--- config.mk ---
export PLATFORM = sky130hd
export DESIGN_NAME = mem_bus_ctrl
export DESIGN_NICKNAME = d
export VERILOG_FILES = /design/src/rtl/mem_bus_ctrl.sv
export SDC_FILE = /design/constraint.sdc
export NUM_CORES = 1
export LEC_CHECK = 0
export ABC_AREA = 1
export CORE_UTILIZATION = 43
export CTS_BUF_LIST = sky130_fd_sc_hd__clkbuf_4
export CTS_CLUSTER_DIAMETER = 80
export DETAILED_ROUTE_END_ITERATION = 8
export GPL_TIMING_DRIVEN = 0
export PLACE_DENSITY = 0.93
export RECOVER_POWER = 100
export SLEW_MARGIN = 20
export SYNTH_ARGS = -nofsm -noshare
export SYNTH_HDL_FRONTEND = slang
export SYNTH_SLANG_ARGS = --single-unit
--- constraint.sdc ---
create_clock -name CLK -period 2.2 [get_ports CLK]
set_clock_uncertainty 0.1 [all_clocks]
set_input_delay 0.44 -clock CLK [delete_from_list [all_inputs] [get_ports CLK]]
set_output_delay 0.44 -clock CLK [all_outputs]
set_load 0.1 [all_outputs]
--- src/rtl/mem_bus_ctrl.sv ---
// Memory bus controller: turns MAR/MDR read/write requests into a wait-stated req/ack access.
// Optional MEM_TIMEOUT_EN aborts an unacknowledged access after TIMEOUT_CYCLES with err set.
`timescale 1ns/1ps
module mem_bus_ctrl #(
    parameter int WAIT_CYCLES    = 2,
    parameter int TIMEOUT_CYCLES = 15
) (
    input  logic        CLK,
    input  logic        CLR,
    input  logic [15:0] MAR_in,
    input  logic [15:0] MDR_in,
    input  logic        RD_req,
    input  logic        WR_req,
    output logic [15:0] M_bus_data,
    output logic        busy,
    output logic        done,
    output logic        err,
    output logic [15:0] mem_addr,
    output logic [15:0] mem_wdata,
    output logic        mem_re,
    output logic        mem_we,
    input  logic [15:0] mem_rdata,
    input  logic        mem_ack
);

    typedef enum logic [1:0] {
        IDLE   = 2'd0,
        SETUP  = 2'd1,
        ACCESS = 2'd2,
        DONE   = 2'd3
    } state_t;

    localparam logic [3:0] WAIT_LAST = 4'(WAIT_CYCLES - 1);

    if (WAIT_CYCLES < 1 || WAIT_CYCLES > 15 ||
        TIMEOUT_CYCLES <= WAIT_CYCLES || TIMEOUT_CYCLES > 16) begin : g_bad_params
        $error("mem_bus_ctrl: WAIT_CYCLES must be 1..15 and below TIMEOUT_CYCLES (max 16)");
    end

    state_t      state;
    state_t      next_state;
    logic        op_write;
    logic [3:0]  wait_cnt;
    logic        start_wr;
    logic        start_rd;
    logic        ack_exit;

`ifdef MEM_TIMEOUT_EN
    localparam logic [3:0] TIMEOUT_LAST = 4'(TIMEOUT_CYCLES - 1);
    logic        timeout_exit;
`endif

    always_ff @(posedge CLK or negedge CLR) begin
        if (!CLR) begin
            state <= IDLE;
        end else begin
            state <= next_state;
        end
    end

    // Write has priority over read when both requests arrive together.
    always_comb begin
        next_state = state;
        start_wr   = 1'b0;
        start_rd   = 1'b0;
        ack_exit   = 1'b0;
`ifdef MEM_TIMEOUT_EN
        timeout_exit = 1'b0;
`endif
        case (state)
            IDLE: begin
                if (WR_req) begin
                    start_wr   = 1'b1;
                    next_state = SETUP;
                end else if (RD_req) begin
                    start_rd   = 1'b1;
                    next_state = SETUP;
                end
            end
            SETUP:  next_state = ACCESS;
            ACCESS: begin
                if (wait_cnt >= WAIT_LAST && mem_ack) begin
                    ack_exit   = 1'b1;
                    next_state = DONE;
                end
`ifdef MEM_TIMEOUT_EN
                else if (wait_cnt == TIMEOUT_LAST) begin
                    timeout_exit = 1'b1;
                    next_state   = DONE;
                end
`endif
            end
            DONE:    next_state = IDLE;
            default: next_state = IDLE;
        endcase
    end

    assign busy = (state != IDLE);
    assign done = (state == DONE);

    // Strobes are registered off next_state so they stay glitch-free for all of ACCESS.
    always_ff @(posedge CLK or negedge CLR) begin
        if (!CLR) begin
            mem_addr   <= '0;
            mem_wdata  <= '0;
            op_write   <= 1'b0;
            wait_cnt   <= '0;
            mem_re     <= 1'b0;
            mem_we     <= 1'b0;
            M_bus_data <= '0;
        end else begin
            if (start_wr || start_rd) begin
                mem_addr <= MAR_in;
                op_write <= start_wr;
                if (start_wr) begin
                    mem_wdata <= MDR_in;
                end
            end
            if (state == SETUP) begin
                wait_cnt <= '0;
            end else if (state == ACCESS && wait_cnt != 4'hF) begin
                wait_cnt <= wait_cnt + 4'd1;
            end
            mem_re <= (next_state == ACCESS) && !op_write;
            mem_we <= (next_state == ACCESS) && op_write;
            if (ack_exit && !op_write) begin
                M_bus_data <= mem_rdata;
            end
`ifdef MEM_TIMEOUT_EN
            if (timeout_exit && !op_write) begin
                M_bus_data <= 16'hFFFF;
            end
`endif
        end
    end

`ifdef MEM_TIMEOUT_EN
    always_ff @(posedge CLK or negedge CLR) begin
        if (!CLR) begin
            err <= 1'b0;
        end else if (start_wr || start_rd) begin
            err <= 1'b0;
        end else if (timeout_exit) begin
            err <= 1'b1;
        end
    end
`else
    assign err = 1'b0;
`endif

endmodule

Word-level counts from Yosys, hierarchy flattened
Index checks and enable logic that the tools add are counted.
W data, S select, Z words.
{ "totals": {"out_inout_bits": 53, "reg_bits": 57} }
{ "classes": {"addsub": 1, "eq_ne": 5, "magnitude_cmp": 1, "mux": 13, "reduce_logical": 11} }
{ "ops": {"columns": ["cell", "n"], "rows": [
  ["$mux W4", 2],
  ["$pmux W2 S4", 1],
  ["$mux W1", 7],
  ["$eq A2 B2 Y1 const B", 3],
  ["$mux W2", 3],
  ["$logic_and A1 B1 Y1", 5],
  ["$add A4 B1 Y4 const B", 1],
  ["$ge A4 B1 Y1 const B", 1],
  ["$ne A4 B4 Y1 const B", 1],
  ["$reduce_bool A2 Y1", 2],
  ["$eq A2 B1 Y1 const B", 1],
  ["$logic_not A2 Y1", 1],
  ["$reduce_and A2 Y1", 1],
  ["$logic_not A1 Y1", 1],
  ["$logic_or A1 B1 Y1", 1]
]} }

Depth between registers and ports, before layout
Gate-level depths: netlist (run 1).
{ "depth": {"depth_word": 6, "depth_mapped": 9, "depth_no_buf": 8} }

Worst setup path before layout (run 1)
No wires, ideal clock.
{ "synth_timing": {"path_type": "flip-flop to flip-flop", "from": "register state[0]", "to": "register mem_addr[10]", "setup_time_ns": 0.067, "n_path_buf": 1, "t_arrival_ns": 1.541, "path_slack_ns": 0.492, "stages_incl_launch_ff": 9, "t_required_ns": 2.033, "cell_sequence": "dfrtp_1 > inv_1 > ha_1 > inv_2 > nor2_4 > inv_2 > buf_6 > nand2_1 > nand2_1"} }
{ "synth_via": {"elab_chain_len": 3, "word_cells_on_any_way": 4} }
{ "synth_rtl": {"columns": ["element", "line_no", "rtl"], "rows": [
  ["start: declaration", "40", "state_t state;"],
  ["start signal: assignment", "57", "state <= next_state;"],
  ["$logic_not A2 Y1 *", "70", "case (state)"],
  ["$mux W1", "70", null],
  ["$logic_or A1 B1 Y1 *", "112", "if (start_wr || start_rd) begin"],
  ["end signal: assignment", "113", "mem_addr <= MAR_in;"],
  ["end: declaration", "18", "output logic [15:0] mem_addr,"]
]} }
Every way passes the cells marked *; elsewhere a longest branch is shown, timed or not.
A chain may end at the register's enable or synchronous reset.

Worst setup path after layout (run 1)
{ "layout_timing": {"from": "register M_bus_data[7]", "to": "output M_bus_data[7]"} }
{ "layout_lines": {"columns": ["element", "line_no", "rtl"], "rows": [
  ["start: declaration", "14", "output logic [15:0] M_bus_data,"],
  ["start signal: assignment", "127", "M_bus_data <= mem_rdata;"]
]} }
No word-level cell between the ends.

==> flow_metrics.env, run 1 <==
export IMPL_status="finished clean"
export IMPL_io_pins=106
export IMPL_drv_slew=0
export IMPL_rsz0062_at_grt="no"
export IMPL_dp_hpwl_um=3860
export IMPL_crit_chain="buf_1"
export IMPL_crit_start="M_bus_data[7]$_DFFE_PN0P_"
export IMPL_synth_area_leader_cell="dfrtp_1"
export IMPL_synthArstFlopShare_pct=100
export IMPL_slowest_delay_ps=860
export IMPL_crit_type="reg -> out"
export IMPL_initial_core_util_pct=45.3
export IMPL_synth_top_cell_area_share_pct=60.5
export IMPL_vias=1930
export IMPL_grt_util_met2_pct=32.5
export IMPL_ys_flop_type="dfrtp_1"
export IMPL_worst_ep_required_time_ps=1660
export IMPL_drt_iter0_drc=83
export IMPL_final_util_pct=66.8
export IMPL_finalCritPeriodShare_pct=97.6
export IMPL_firstDrtPassIters=4
export IMPL_fp_dieW_um=76.1
export IMPL_cp_start_kind="register"
export IMPL_post_cts_repair_setup_buffers=0
export IMPL_r2r_start="state[0]$_DFF_PN0_"
export IMPL_grt_max_degree=58
export IMPL_clk_pin_slew_worst_paths_ps=100
export IMPL_dieArea_sq_um=5790
export IMPL_crit_buf_inv=1
export IMPL_synth_avg_cell_area_sq_um=10.2
export IMPL_netlist_top_cells_count="nand2_1 (74), dfrtp_1 (57), inv_1 (28)"
export IMPL_insertion_delay_ps=380
export IMPL_grt_ovfl_total=0
export IMPL_post_route_min_period_ps=2150
export IMPL_cts_root_buf="clkbuf_4"
export IMPL_port_buffers=104
export IMPL_clock_fmax_mhz=466
export IMPL_grt_usage_pct=19.8
export IMPL_arrival_ps=1610
export IMPL_yosysUniqueCellTypes=20
export IMPL_synth_seq_cells=57
export IMPL_drc_errors=0
export IMPL_slowest_stage="buf_1"
export IMPL_cts_num_sinks=57
export IMPL_die_h_um=76.1
export IMPL_area_delta_synth_final_pct=47.3
export IMPL_hold_violations=0
export IMPL_whs_ps=273
export IMPL_synth_cell_area_sq_um=2360
export IMPL_yosysSeqAreaShare_pct=60.5
export IMPL_syn_nets=293
export IMPL_min_path_type="in -> async"
export IMPL_grt_busiest_layer="met2"
export IMPL_ant_nets=0
export IMPL_design_core_area_sq_um=5200
export IMPL_drive_above_1_share_pct=11.6
export IMPL_grt_pass1_vias=2014
export IMPL_viasPerCell=4.57
export IMPL_ys_top_cells_by_area="dfrtp_1 (60%), nand2_1 (12%), mux2_2 (7.6%)"
export IMPL_drv_cap=0
export IMPL_h_tree_depth=3
export IMPL_place_gp_congestion=0.804
export IMPL_worst_pin_slew_ps=1390
export IMPL_met3_usage_pct=6.83
export IMPL_critical_path_top_delay_family="buffers and inverters"
export IMPL_ys_warn_count=0
export IMPL_routed_wl_um=5280
export IMPL_cts_tree="yes"
export IMPL_relSlewSlack_pct=7.32
export IMPL_antenna_found_initial=0
export IMPL_fillCellCount=431
export IMPL_crit_path_end_kind="primary output"
export IMPL_wire_per_inst_um=12.5
export IMPL_rows=26
export IMPL_finalSetupViolations=0
export IMPL_worst_path_max_fanout=2
export IMPL_synth_most_common_cell="nand2_1"
export IMPL_syn_inst=232
export IMPL_grt_first_pass_wirelength_um=8890
export IMPL_cts_inserted_buffers=9
export IMPL_synth_edff_count=0
export IMPL_n_antenna_cell=0
export IMPL_clock_path_buffers=2
export IMPL_met1_usage_pct=23.8
export IMPL_fin_nets=408
-- cell usage in the layout, fill, tap and decap left out --
master,Yosys,routed
o21ai_0,3,17
buf_4,1,1
nor2_1,5,6
clkbuf_2,0,4
clkdlybuf4s15_2,0,1
clkdlybuf4s50_1,0,51
buf_1,0,4
a21oi_1,3,3
clkbuf_1,0,10
clkbuf_4,0,11
nand2_1,74,75
bufinv_16,0,1
clkdlybuf4s15_1,0,19
dfrtp_1,57,57
mux2_2,16,16
nand4_1,2,2
clkinv_4,0,1
ha_1,8,8
clkinv_1,0,2
clkinvlp_4,0,1
buf_2,4,3
conb_1,1,1
o21ai_1,16,3
dlygate4sd2_1,0,17
inv_1,28,29
nand3_1,6,7
clkinv_2,0,1
inv_2,2,1
-- per-layer routing --
metal  up-vias  wire (um)
met5         -          0
li1        956          -
met4         0         35
met2        91       2510
met3         4        456
met1       879       2280
-- cell type report --
type	instances	area [sq um]	area share (%)
sequential	57	1430	41.1
timing repair buffer	104	928	26.7
multi-input combinational	138	751	21.6
inverter	30	113	3.24
tap	70	87.6	2.52
clock buffer	10	75.1	2.16
clock inverter	6	58.8	1.69
buffer	7	35.0	1.01
-- path summary, 6_finish.rpt --
kind	end	slack (ps)	cells past startpoint
max	M_bus_data[7]	50	1
min	mem_addr[7]$_DFFE_PN0P_	270	1
max reg2reg	mem_addr[12]$_DFFE_PN0P_	220	8
min reg2reg	mem_re$_DFF_PN0_	320	1
max in group asynchronous	wait_cnt[2]$_DFFE_PN0P_	880	1
min in group CLK	mem_re$_DFF_PN0_	320	1
-- registers in the layout (all words and copies together) (netlist names) --
| register | cells |
|---|---|
| M_bus_data | 16 |
| mem_addr | 16 |
| mem_re | 1 |
| mem_wdata | 16 |
| mem_we | 1 |
| op_write | 1 |
| state | 2 |
| wait_cnt | 4 |
-- logic make-up (layout without fill, tap and decap cells) --
| group | after synthesis | count (layout) | synth area share (%) |
|---|---|---|---|
| adder cells (fa/ha/maj) | 8 | 8 | 4.24 |
| AND/OR/NAND/NOR | 90 | 90 | 15.5 |
| multiplexers | 16 | 16 | 7.64 |
| AO/OA/AOI/OAI | 23 | 23 | 5.04 |
| flip-flops | 57 | 57 | 60.5 |
| buffers and inverters | 37 | 157 | 6.90 |
| other | 1 | 1 | 0.159 |
-- timing repair --
item                                    in CTS  in global routing
endpoints found under the setup margin      52                 22
resized for setup                           58                 24
hold buffers                                 0                  0
-- through the flow --
step | cell area [sq um] | setup WS (ps) | setup TNS, ps | std cells
after CTS | 3550 | 0.323 | 0 | 422
after global routing | 3470 | 1.17 | 0 | 422
final | 3470 | 52.5 | 0 | 422
after detailed placement | 3480 | -285 | -298 | 406
after global placement | 3490 | -1110 | -63650 | 406
after floorplan | 2360 | 492 | 0 | 232
Power of run 1 is not shown: default switching activity piles up to over one toggle a cycle in this logic, so the estimate is an artifact.
==> run 2, diff against run 1 <==
--- a/config.mk
+++ b/config.mk
@@ -10,7 +10,6 @@
 export CTS_BUF_LIST = sky130_fd_sc_hd__clkbuf_4
 export CTS_CLUSTER_DIAMETER = 80
 export DETAILED_ROUTE_END_ITERATION = 8
-export GPL_TIMING_DRIVEN = 0
 export PLACE_DENSITY = 0.93
 export RECOVER_POWER = 100
 export SLEW_MARGIN = 20
==> run 2 against run 1 <==
Worst setup slack better by 150 ps. Global-route usage down 0.21 points. Non-clock buffer count down 3. Die area unchanged. Highest routed layer unchanged. Sequential share of layout area up 1.5 points. Critical path type unchanged. Cell count down 0.95%. Maximum frequency up 7.5%. Clock-buffer cell count up 2. Critical endpoint is now busy.
==> flow_metrics.env, run 2 (synthesis gave the netlist of run 1 again) <==
export IMPL_dieArea_sq_um=5790
export IMPL_rsz0062_at_grt="no"
export IMPL_routed_wl_um=5150
export IMPL_critical_path_top_delay_family="buffers and inverters"
export IMPL_slowest_stage="dfrtp_1"
export IMPL_grt_first_pass_wirelength_um=8830
export IMPL_crit_chain="inv_1, ha_1, inv_1, buf_12"
export IMPL_h_tree_depth=3
export IMPL_fp_dieW_um=76.1
export IMPL_drive_above_1_share_pct=25.6
export IMPL_min_path_type="reg -> reg"
export IMPL_worstReg2RegEnd="mem_wdata[9]$_DFFE_PN0P_"
export IMPL_relSlewSlack_pct=53.5
export IMPL_drc_errors=0
export IMPL_hold_start="op_write$_DFFE_PN0P_"
export IMPL_grt_usage_pct=19.5
export IMPL_drv_cap=0
export IMPL_status="finished clean"
export IMPL_arrival_ps=1460
export IMPL_io_pins=106
export IMPL_vias=1933
export IMPL_fin_nets=405
export IMPL_fillCellCount=465
export IMPL_crit_type="reg -> out"
export IMPL_cts_num_sinks=57
export IMPL_holdPathStages=1
export IMPL_area_delta_synth_final_pct=42.3
export IMPL_largest_registers="M_bus_data: 16 flops, mem_addr: 16 flops, mem_wdata: 16 flops"
export IMPL_dp_slack_ps=347
export IMPL_cts_inserted_buffers=9
export IMPL_drt_iter0_drc=74
export IMPL_final_cell_mix="nand2_1 (75), dfrtp_1 (57), clkbuf_2 (53)"
export IMPL_final_common_cell="nand2_1"
export IMPL_initial_core_util_pct=45.3
export IMPL_grt_pass1_vias=1888
export IMPL_viasPerCell=4.62
export IMPL_worst_ep_required_time_ps=1660
export IMPL_crit_top_cell="inv_1"
export IMPL_cts_resized=0
export IMPL_wire_per_inst_um=12.3
export IMPL_r2r_start="state[0]$_DFF_PN0_"
export IMPL_dp_hpwl_um=3800
export IMPL_r2r_slack_ps=310
export IMPL_crit_path_end_kind="primary output"
export IMPL_rows=26
export IMPL_cp_start_kind="register"
export IMPL_post_route_min_period_ps=2000
export IMPL_design_core_area_sq_um=5200
export IMPL_cts_tree="yes"
export IMPL_clock_path_buffers=2
export IMPL_firstDrtPassIters=4
export IMPL_port_buffers=104
export IMPL_finalCritPeriodShare_pct=90.8
export IMPL_antenna_found_initial=0
export IMPL_hold_violations=0
export IMPL_hold_end="mem_re$_DFF_PN0_"
export IMPL_crit_buf_inv=3
export IMPL_fin_tns_setup_ps=0
export IMPL_fin_ws_ps=202
export IMPL_clk_pin_slew_worst_paths_ps=100
export IMPL_clock_fmax_mhz=501
export IMPL_die_h_um=76.1
export IMPL_grt_ovfl_total=0
export IMPL_finalSetupViolations=0
export IMPL_r2r_cells=4
export IMPL_ant_nets=0
export IMPL_worst_pin_slew_ps=695
export IMPL_grt_max_degree=33
export IMPL_n_antenna_cell=0
export IMPL_insertion_delay_ps=370
export IMPL_post_cts_repair_setup_buffers=0
export IMPL_slowest_delay_ps=410
export IMPL_worst_path_max_fanout=4
export IMPL_cts_root_buf="clkbuf_4"
export IMPL_dpl_instance_area_sq_um=3360
export IMPL_place_gp_congestion=0.736
export IMPL_drv_slew=0
export IMPL_final_cell_area_sq_um=3360
-- run 2: what timing repair did --
action / 4_1_cts / 5_1_grt
endpoints found under the setup margin: 0 / 0
hold endpoints to repair: 26 / 0
hold buffers: 1 / 0
-- run 2: metal layers --
layer	GRT usage, %	vias to the layer above	share of wire, %
met1	24.9	900	44
met4	9.23	0	1.3
met2	31.9	88	49
met5	0	-	0
met3	4.31	6	5.7
li1	-	939	-
-- run 2: area by class of cell --
type | count | area [sq um] | share of cell area, %
Sequential cell | 57 | 1430 | 42.5
Timing Repair Buffer | 108 | 833 | 24.8
Multi-Input combinational cell | 138 | 763 | 22.7
Inverter | 30 | 113 | 3.36
Clock buffer | 12 | 90.1 | 2.68
Tap cell | 70 | 87.6 | 2.61
Clock inverter | 3 | 42.5 | 1.27
-- run 2: worst max-delay path by stage --
stage                            start                  endpoint  cells after the start
CTS                 state[0]$_DFF_PN0_                      busy                      4
finish              state[0]$_DFF_PN0_                      busy                      4
global placement                WR_req  mem_wdata[8]$_DFFE_PN0P_                      3
floorplan           state[0]$_DFF_PN0_  mem_addr[10]$_DFFE_PN0P_                      8
detailed placement              WR_req  mem_wdata[6]$_DFFE_PN0P_                      3
global route        state[0]$_DFF_PN0_                      busy                      4
-- run 2: per-stage QoR --
stage               cells  hold WS, ps  util (%)
global placement      402          311      64.6
CTS                   418          332      67.3
finish                418          339      64.5
detailed placement    402          318      64.6
global route          418          363      64.5
floorplan             232         44.4         -
Power of run 2 is left out for the same reason.
==> run 3, diff against run 2 <==
--- a/config.mk
+++ b/config.mk
@@ -12,6 +12,7 @@
 export DETAILED_ROUTE_END_ITERATION = 8
 export PLACE_DENSITY = 0.93
 export RECOVER_POWER = 100
+export SKIP_CTS_REPAIR_TIMING = 1
 export SLEW_MARGIN = 20
 export SYNTH_ARGS = -nofsm -noshare
 export SYNTH_HDL_FRONTEND = slang
==> run 3 against run 2 <==
Final area stayed put. Wire length stayed put. Worst setup slack hardly changed. Critical path depth stayed put. Cell count stayed put.
==> flow_metrics.env, run 3 (synthesis gave the netlist of run 1 again) <==
export IMPL_status="finished clean"
export IMPL_post_route_min_period_ps=2000
export IMPL_dieArea_sq_um=5790
export IMPL_cts_tree="yes"
export IMPL_h_tree_depth=3
export IMPL_endpoint="busy"
export IMPL_grt_usage_pct=19.5
export IMPL_r2r_cells=4
export IMPL_min_path_type="reg -> reg"
export IMPL_port_buffers=104
export IMPL_insertion_delay_ps=370
export IMPL_cts_root_buf="clkbuf_4"
export IMPL_hold_violations=0
export IMPL_rsz0062_at_grt="no"
export IMPL_largest_registers="M_bus_data: 16 flops, mem_addr: 16 flops, mem_wdata: 16 flops"
export IMPL_arrival_ps=1460
export IMPL_grt_ovfl_total=0
export IMPL_fin_nets=405
export IMPL_crit_top_cell="inv_1"
export IMPL_final_common_cell="nand2_1"
export IMPL_relSlewSlack_pct=53.5
export IMPL_initial_core_util_pct=45.3
export IMPL_design_core_area_sq_um=5200
export IMPL_grt_first_pass_wirelength_um=8820
export IMPL_drv_slew=0
export IMPL_io_pins=106
export IMPL_rows=26
export IMPL_cts_num_sinks=57
export IMPL_clock_path_buffers=2
export IMPL_worst_ep_required_time_ps=1660
export IMPL_firstDrtPassIters=4
export IMPL_crit_chain="inv_1, ha_1, inv_1, buf_12"
export IMPL_viasPerCell=4.63
export IMPL_wire_per_inst_um=12.3
export IMPL_clock_fmax_mhz=500
export IMPL_drc_errors=0
export IMPL_dp_cells=402
export IMPL_dp_slack_ps=347
export IMPL_drive_above_1_share_pct=25.6
export IMPL_multi_input_area_sq_um=763
export IMPL_ant_nets=0
export IMPL_slowest_delay_ps=410
export IMPL_area_delta_synth_final_pct=42.3
export IMPL_drt_iter0_drc=74
export IMPL_fin_tns_setup_ps=0
export IMPL_finalCritPeriodShare_pct=90.8
export IMPL_dp_hpwl_um=3800
export IMPL_final_cell_mix="nand2_1 (75), dfrtp_1 (57), clkbuf_2 (53)"
export IMPL_fillCellCount=465
export IMPL_cts_inserted_buffers=9
export IMPL_r2r_start="state[0]$_DFF_PN0_"
export IMPL_routed_wl_um=5150
export IMPL_vias=1935
export IMPL_crit_start="state[0]$_DFF_PN0_"
export IMPL_fin_ws_ps=202
export IMPL_grt_pass1_vias=1885
export IMPL_grt_max_degree=33
export IMPL_fin_cells=418
export IMPL_slowest_stage="dfrtp_1"
export IMPL_antenna_found_initial=0
export IMPL_r2r_slack_ps=310
export IMPL_whs_ps=339
export IMPL_drv_cap=0
export IMPL_register_area_sq_um=1430
export IMPL_cp_start_kind="register"
export IMPL_crit_type="reg -> out"
export IMPL_fp_dieW_um=76.1
export IMPL_n_antenna_cell=0
export IMPL_place_gp_congestion=0.736
export IMPL_crit_path_end_kind="primary output"
export IMPL_worst_path_max_fanout=4
export IMPL_finalSetupViolations=0
export IMPL_worstReg2RegEnd="mem_wdata[9]$_DFFE_PN0P_"
export IMPL_clk_pin_slew_worst_paths_ps=100
export IMPL_worst_pin_slew_ps=695
export IMPL_die_h_um=76.1
[run 3: cell counts in the layout (fill, tap and decap cells not counted)]
No cell type changed its count.
[run 3: how the worst min path moves through the flow]
stage	startpoint	to	slack (ps)	cells after the start
finish	op_write$_DFFE_PN0P_	mem_re$_DFF_PN0_	340	1
global route	op_write$_DFFE_PN0P_	mem_re$_DFF_PN0_	360	1
CTS	CLR	M_bus_data[0]$_DFFE_PN0P_	-40	1
detailed placement	op_write$_DFFE_PN0P_	mem_re$_DFF_PN0_	320	1
global placement	op_write$_DFFE_PN0P_	mem_re$_DFF_PN0_	310	1
floorplan	CLR	M_bus_data[0]$_DFFE_PN0P_	40	0
[run 3: metrics by stage]
step,cell area [sq um],util (%)
6_report,3360,64.5
3_5_place_dp,3360,64.6
2_1_floorplan,2360,-
5_1_grt,3360,64.5
4_1_cts,3490,67.1
3_3_place_gp,3360,64.6
[run 3: final cells by class]
cell class | count | area share [%]
clock buffers | 12 | 2.68
clock inverters | 3 | 1.27
inverters | 30 | 3.36
multi-input cells | 138 | 22.7
flip-flops and latches | 57 | 42.5
well taps | 70 | 2.61
repair buffers | 108 | 24.8
[run 3: worst max-delay path, delay by kind of cell (launching register included)]
| family | cells | cell delay [ps] |
|---|---|---|
| flops | 1 | 410 |
| buf+inv | 3 | 460 |
| fa+ha+maj | 1 | 220 |
[run 3: metal layers]
metal  wire length (um)  GRT usage, %  vias to the layer above
met5                  0             0                        -
met4                 65          9.23                        0
met3                293          4.31                        6
met2               2530          31.9                       88
met1               2260          24.9                      902
li1                   -             -                      939
Power of run 3 is left out for the same reason.
